`config.mk`:
```
export PLATFORM = sky130hd
export DESIGN_NAME = alu_mul16_seq
export DESIGN_NICKNAME = d
export VERILOG_FILES = /design/src/rtl/alu_mul16_seq.sv
export SDC_FILE = /design/constraint.sdc
export NUM_CORES = 1
export LEC_CHECK = 0
export CAP_MARGIN = 15
export CORE_MARGIN = 5
export CORE_UTILIZATION = 48
export CTS_BUF_LIST = sky130_fd_sc_hd__clkbuf_4
export DETAILED_ROUTE_END_ITERATION = 10
export GPL_TIMING_DRIVEN = 0
export PLACE_DENSITY = 0.82
export SYNTH_ARGS = -nofsm -noshare
export SYNTH_HDL_FRONTEND = slang
export SYNTH_SLANG_ARGS = --single-unit
```
`constraint.sdc`:
```
create_clock -name clk -period 1.42 [get_ports clk]
set_input_delay 0.213 -clock clk [delete_from_list [all_inputs] [get_ports clk]]
set_output_delay 0.213 -clock clk [all_outputs]
set_load 0.01 [all_outputs]
```
`src/rtl/alu_mul16_seq.sv`:
```
// alu_mul16_seq: iterative unsigned shift-add multiplier (WIDTH x WIDTH -> 2*WIDTH).
// Borrows the ALU's shared combinational adder: each BUSY cycle it drives
// add_a/add_b and folds add_sum/add_cout back into the partial product.
// Optional early termination is enabled by defining MUL_EARLY_TERM_EN.
module alu_mul16_seq #(
  parameter int WIDTH = 16,
  parameter int CNT_W = 5
) (
  input  logic               clk,
  input  logic               rst_n,
  input  logic               start,
  input  logic [WIDTH-1:0]   op_a,
  input  logic [WIDTH-1:0]   op_b,
  output logic               ready,
  output logic               done,
  output logic [2*WIDTH-1:0] product,
  output logic [WIDTH-1:0]   add_a,
  output logic [WIDTH-1:0]   add_b,
  input  logic [WIDTH-1:0]   add_sum,
  input  logic               add_cout
);

  typedef enum logic [1:0] {IDLE, BUSY, DONE} state_t;

  state_t             state;
  state_t             state_nxt;
  logic [WIDTH-1:0]   hi;
  logic [WIDTH-1:0]   lo;
  logic [WIDTH-1:0]   mcand;
  logic [CNT_W-1:0]   cnt;
  logic [2*WIDTH-1:0] prod_r;
  logic               early;
  logic               last_iter;

  assign last_iter = (cnt == CNT_W'(WIDTH - 1));

`ifdef MUL_EARLY_TERM_EN
  logic [WIDTH-1:0] mrem;

  // Remaining multiplier bits are all zero: every further pass would only
  // add zero and shift, so the whole tail collapses into one shift.
  assign early = (state == BUSY) && (mrem == '0);

  function automatic logic [2*WIDTH-1:0] flush_shift(input logic [2*WIDTH-1:0] v,
                                                      input logic [CNT_W-1:0]   c);
    logic [CNT_W:0] amt;
    amt = (CNT_W+1)'(WIDTH) - {1'b0, c};
    return v >> amt;
  endfunction

  // Shadow copy of the multiplier, consumed one bit per BUSY cycle.
  always_ff @(posedge clk or negedge rst_n) begin
    if (!rst_n) begin
      mrem <= '0;
    end else if (state == IDLE && start) begin
      mrem <= op_b;
    end else if (state == BUSY) begin
      mrem <= mrem >> 1;
    end
  end
`else
  assign early = 1'b0;
`endif

  // State register.
  always_ff @(posedge clk or negedge rst_n) begin
    if (!rst_n) begin
      state <= IDLE;
    end else begin
      state <= state_nxt;
    end
  end

  // Next-state decode and handshake/adder outputs.
  always_comb begin
    state_nxt = state;
    ready     = 1'b0;
    done      = 1'b0;
    add_a     = '0;
    add_b     = '0;
    product   = prod_r;
    case (state)
      IDLE: begin
        ready = 1'b1;
        if (start) state_nxt = BUSY;
      end
      BUSY: begin
        add_a = hi;
        add_b = lo[0] ? mcand : '0;
        if (early || last_iter) state_nxt = DONE;
      end
      DONE: begin
        done      = 1'b1;
        product   = {hi, lo};
        state_nxt = IDLE;
      end
      default: state_nxt = IDLE;
    endcase
  end

  // Operand capture, one shift-add pass per BUSY cycle, result capture in DONE.
  always_ff @(posedge clk or negedge rst_n) begin
    if (!rst_n) begin
      hi     <= '0;
      lo     <= '0;
      mcand  <= '0;
      cnt    <= '0;
      prod_r <= '0;
    end else begin
      case (state)
        IDLE: begin
          if (start) begin
            mcand <= op_a;
            lo    <= op_b;
            hi    <= '0;
            cnt   <= '0;
          end
        end
        BUSY: begin
`ifdef MUL_EARLY_TERM_EN
          if (early) begin
            {hi, lo} <= flush_shift({hi, lo}, cnt);
          end else begin
            {hi, lo} <= {add_cout, add_sum, lo[WIDTH-1:1]};
          end
`else
          {hi, lo} <= {add_cout, add_sum, lo[WIDTH-1:1]};
`endif
          cnt <= cnt + 1'b1;
        end
        DONE: begin
          prod_r <= {hi, lo};
        end
        default: begin
        end
      endcase
    end
  end

endmodule
```
==> results.toml <==
[outcome]
outcome = "finished with violations"
violations = "negative setup slack"

[die]
rows = 32
die_h_um = 99.44
start_util_pct = 49.44
core_area_um2 = 7767
num_io_pins = 118
dieArea_um2 = 9888
die_w_um = 99.44

[grt]
overflow = 0
grt_pass1_vias = 3488
grt_usage_pct = 22.07
grt_max_degree = 56
grt_pass1_wl_um = 17290
antenna_found_initial = 0

[drt]
wire_per_inst_um = 21.76
viasPerCell = 5.565
drt-total-wl_um = 13450
first_iter_violations = 171
drc = 0
ant_nets = 0
first_pass_iters = 4
vias = 3439

[logic_synthesis]
synth_simple_gate_area_share_pct = 15.61
synth_top_family_by_area = "simple AND/OR/NAND/NOR gates"
ys_ff_latch = 87
synth_adder_area_share_pct = 0.6517
synth_area_um2 = 3840
syn_area_per_cell_um2 = 11.67
yosysTopAreaCell = "dfrtp_1"
synth_compound_area_share_pct = 7.625
syn_nets = 383
synth-main-ff-cell = "dfrtp_1"
seq_area_frac_synth_pct = 56.70
synth.top_cell.area_share_pct = 56.70
synth_area_leaders = "dfrtp_1, mux2_2, nand2_1, mux2_4, o21ai_0"
netlist_instances = 329
synth_edf_count = 0
ys_warn_count = 0
synth_xor_xnor_area_share_pct = 0
async_flop_share_pct = 100.0
synth.area.mux_share_pct = 15.41
yosysUniqueCellTypes = 28

[worst_setup_path]
r2r_setup_slack_ns = -0.57
cp_num_cells = 5
cp_slowest_cell = "dfrtp_2"
critPathMaxStageDelay_ns = 0.48
start_kind = "flip-flop"
crit_buf_inv = 3
path_class = "reg -> out"
cp_data_required_time_ns = 1.21
crit_start = "state[0]$_DFFE_PN0P_"
cp.arrival_ns = 1.87
worstPathMaxFanout = 7
critPathTopFamily = "flip-flops"
reg2reg_to = "mcand[10]$_DFFE_PN0P_"
crit_path_end = "product[20]"
cp-end-kind = "output port"
reg2reg_from = "state[0]$_DFFE_PN0P_"
path_cells = "nor2b_4 > buf_12 > buf_12 > mux2_2 > buf_6"
cpMostUsedCell = "buf_12"
rr_worst_depth = 10

[clock_network]
cts_buffers = 9
root_buffer = "clkbuf_4"
cts_tree = "yes"
cts.htree.levels = 3
numClockSinks = 87
clkSlewWorstSetupHoldPaths_ns = 0.15
clockBufferDepth = 2
insertion_delay_ns = 0.43

[power_and_ir_drop]
p_total_mw = 12.10
power_density_nw_per_um2 = 1859
peakVddDrop_mv = 1.189
p_leak_nw = 3.055

[cells_and_area]
final_common_cell = "buf_6"
syn_to_final_growth_pct = 69.50
fin_nets = 565
nFillCells = 369
drive_above_1_share_pct = 49.03
antennaDiodeCount = 0
final_cell_mix = "buf_6, dfrtp_1, nand2_1, clkdlybuf4s50_1, mux2_4"

[min_path]
hold_class = "in -> async"

[sta]
fin_crit_sh_pct = 146.5
worst_slack_ns = -0.6598
hold_slack_ns = 0.2525
relSlewSlack_pct = 70.23
grt_setup_unrepaired = "yes"
setup_viol = 110
max_slew.worst_pin.slew_ns = 0.4465
hold_violations = 0
clock_skew_ns = 0.02559
timing.fmax_ghz = 0.4808
period_needed_ns = 2.080
setup-tns-final_ns = -54.83
maxSlewViolCount = 0

[placement]
gp_congestion = 0.8259
io_buffers = 117
dpl.hpwl_um = 6752

[run]
maxCapViolations = 0
-- registers in the layout, indices dropped and copies added (netlist names) --
name,count
state,2
cnt,5
prod_r,32
hi,16
mcand,16
lo,16
-- where the power goes --
group	switching (mW)	leakage [nW]	internal [mW]
clock network	0.906	0.102	0.928
registers	0.748	1.04	3.38
logic	2.46	1.92	3.68
total	4.12	3.06	7.98
-- worst min path at each step --
stage	from	end	slack [ns]	cells after the start
6_report	rst_n	prod_r[7]$_DFF_PN0_	0.25	2
5_1_grt	rst_n	prod_r[11]$_DFF_PN0_	0.26	2
4_1_cts	rst_n	prod_r[11]$_DFF_PN0_	0.26	2
3_5_place_dp	rst_n	prod_r[11]$_DFF_PN0_	0.19	1
3_3_place_gp	mcand[0]$_DFFE_PN0P_	mcand[0]$_DFFE_PN0P_	0.48	1
2_1_floorplan	rst_n	cnt[0]$_DFFE_PN0P_	-0.08	0
-- cell usage after synthesis, drive strengths merged, types with 2 or more instances --
cell type	n
nand3	2
and3	17
a21oi	16
dfrtp	87
and3b	16
buf	16
o21ai	34
mux2	48
clkbuf	8
ha	2
nand2b	2
nand2	53
nor2b	2
and2	18
o21bai	2
-- cell families (layout without fill, tap and decap cells) --
group	after synthesis	after routing
adders and majority gates	2	2
and+or+nand+nor	111	111
buffers and inverters	25	212
DFF	87	87
AOI/OAI and AO/OA	55	55
muxes	49	49
-- per-layer routing --
metal,vias to the layer above,track usage (%),share of wire [%],wire length [um]
met5,-,0,0,0
met4,0,10.19,3.0,405
met3,35,4.208,5.9,788
met2,169,37.50,53,7084
met1,1737,27.20,38,5168
li1,1498,-,-,-
-- layout make-up --
type	instances	area (um^2)	share of cell area (%)
buffer	21	257.7	3.960
sequential	87	2178	33.47
tap	102	127.6	1.961
inverter	1	3.754	0.05767
multi-input combinational	217	1797	27.60
timing repair buffer	174	1953	30.01
clock inverter	6	116.4	1.788
clock buffer	10	75.07	1.153
-- repair_timing --
action,in CTS,in global routing
hold endpoints to repair,32,0
gates cloned,5,4
hold buffers,1,0
setup endpoints to repair,116,147
setup buffers,25,23
pin swaps,15,3
gates resized for setup,417,87
-- metrics by stage --
stage	cells	instance area [um^2]	util (%)	setup WS (ns)
after CTS	596	5974	76.92	-0.6337
after global routing	618	6509	83.80	-0.7098
after detailed placement	549	5166	66.51	-0.7346
after global placement	548	5141	66.19	-2.887
final	618	6509	83.80	-0.6598
after floorplan	329	3842	-	0.01086
Note: power is estimated with default switching activity, not from simulation.
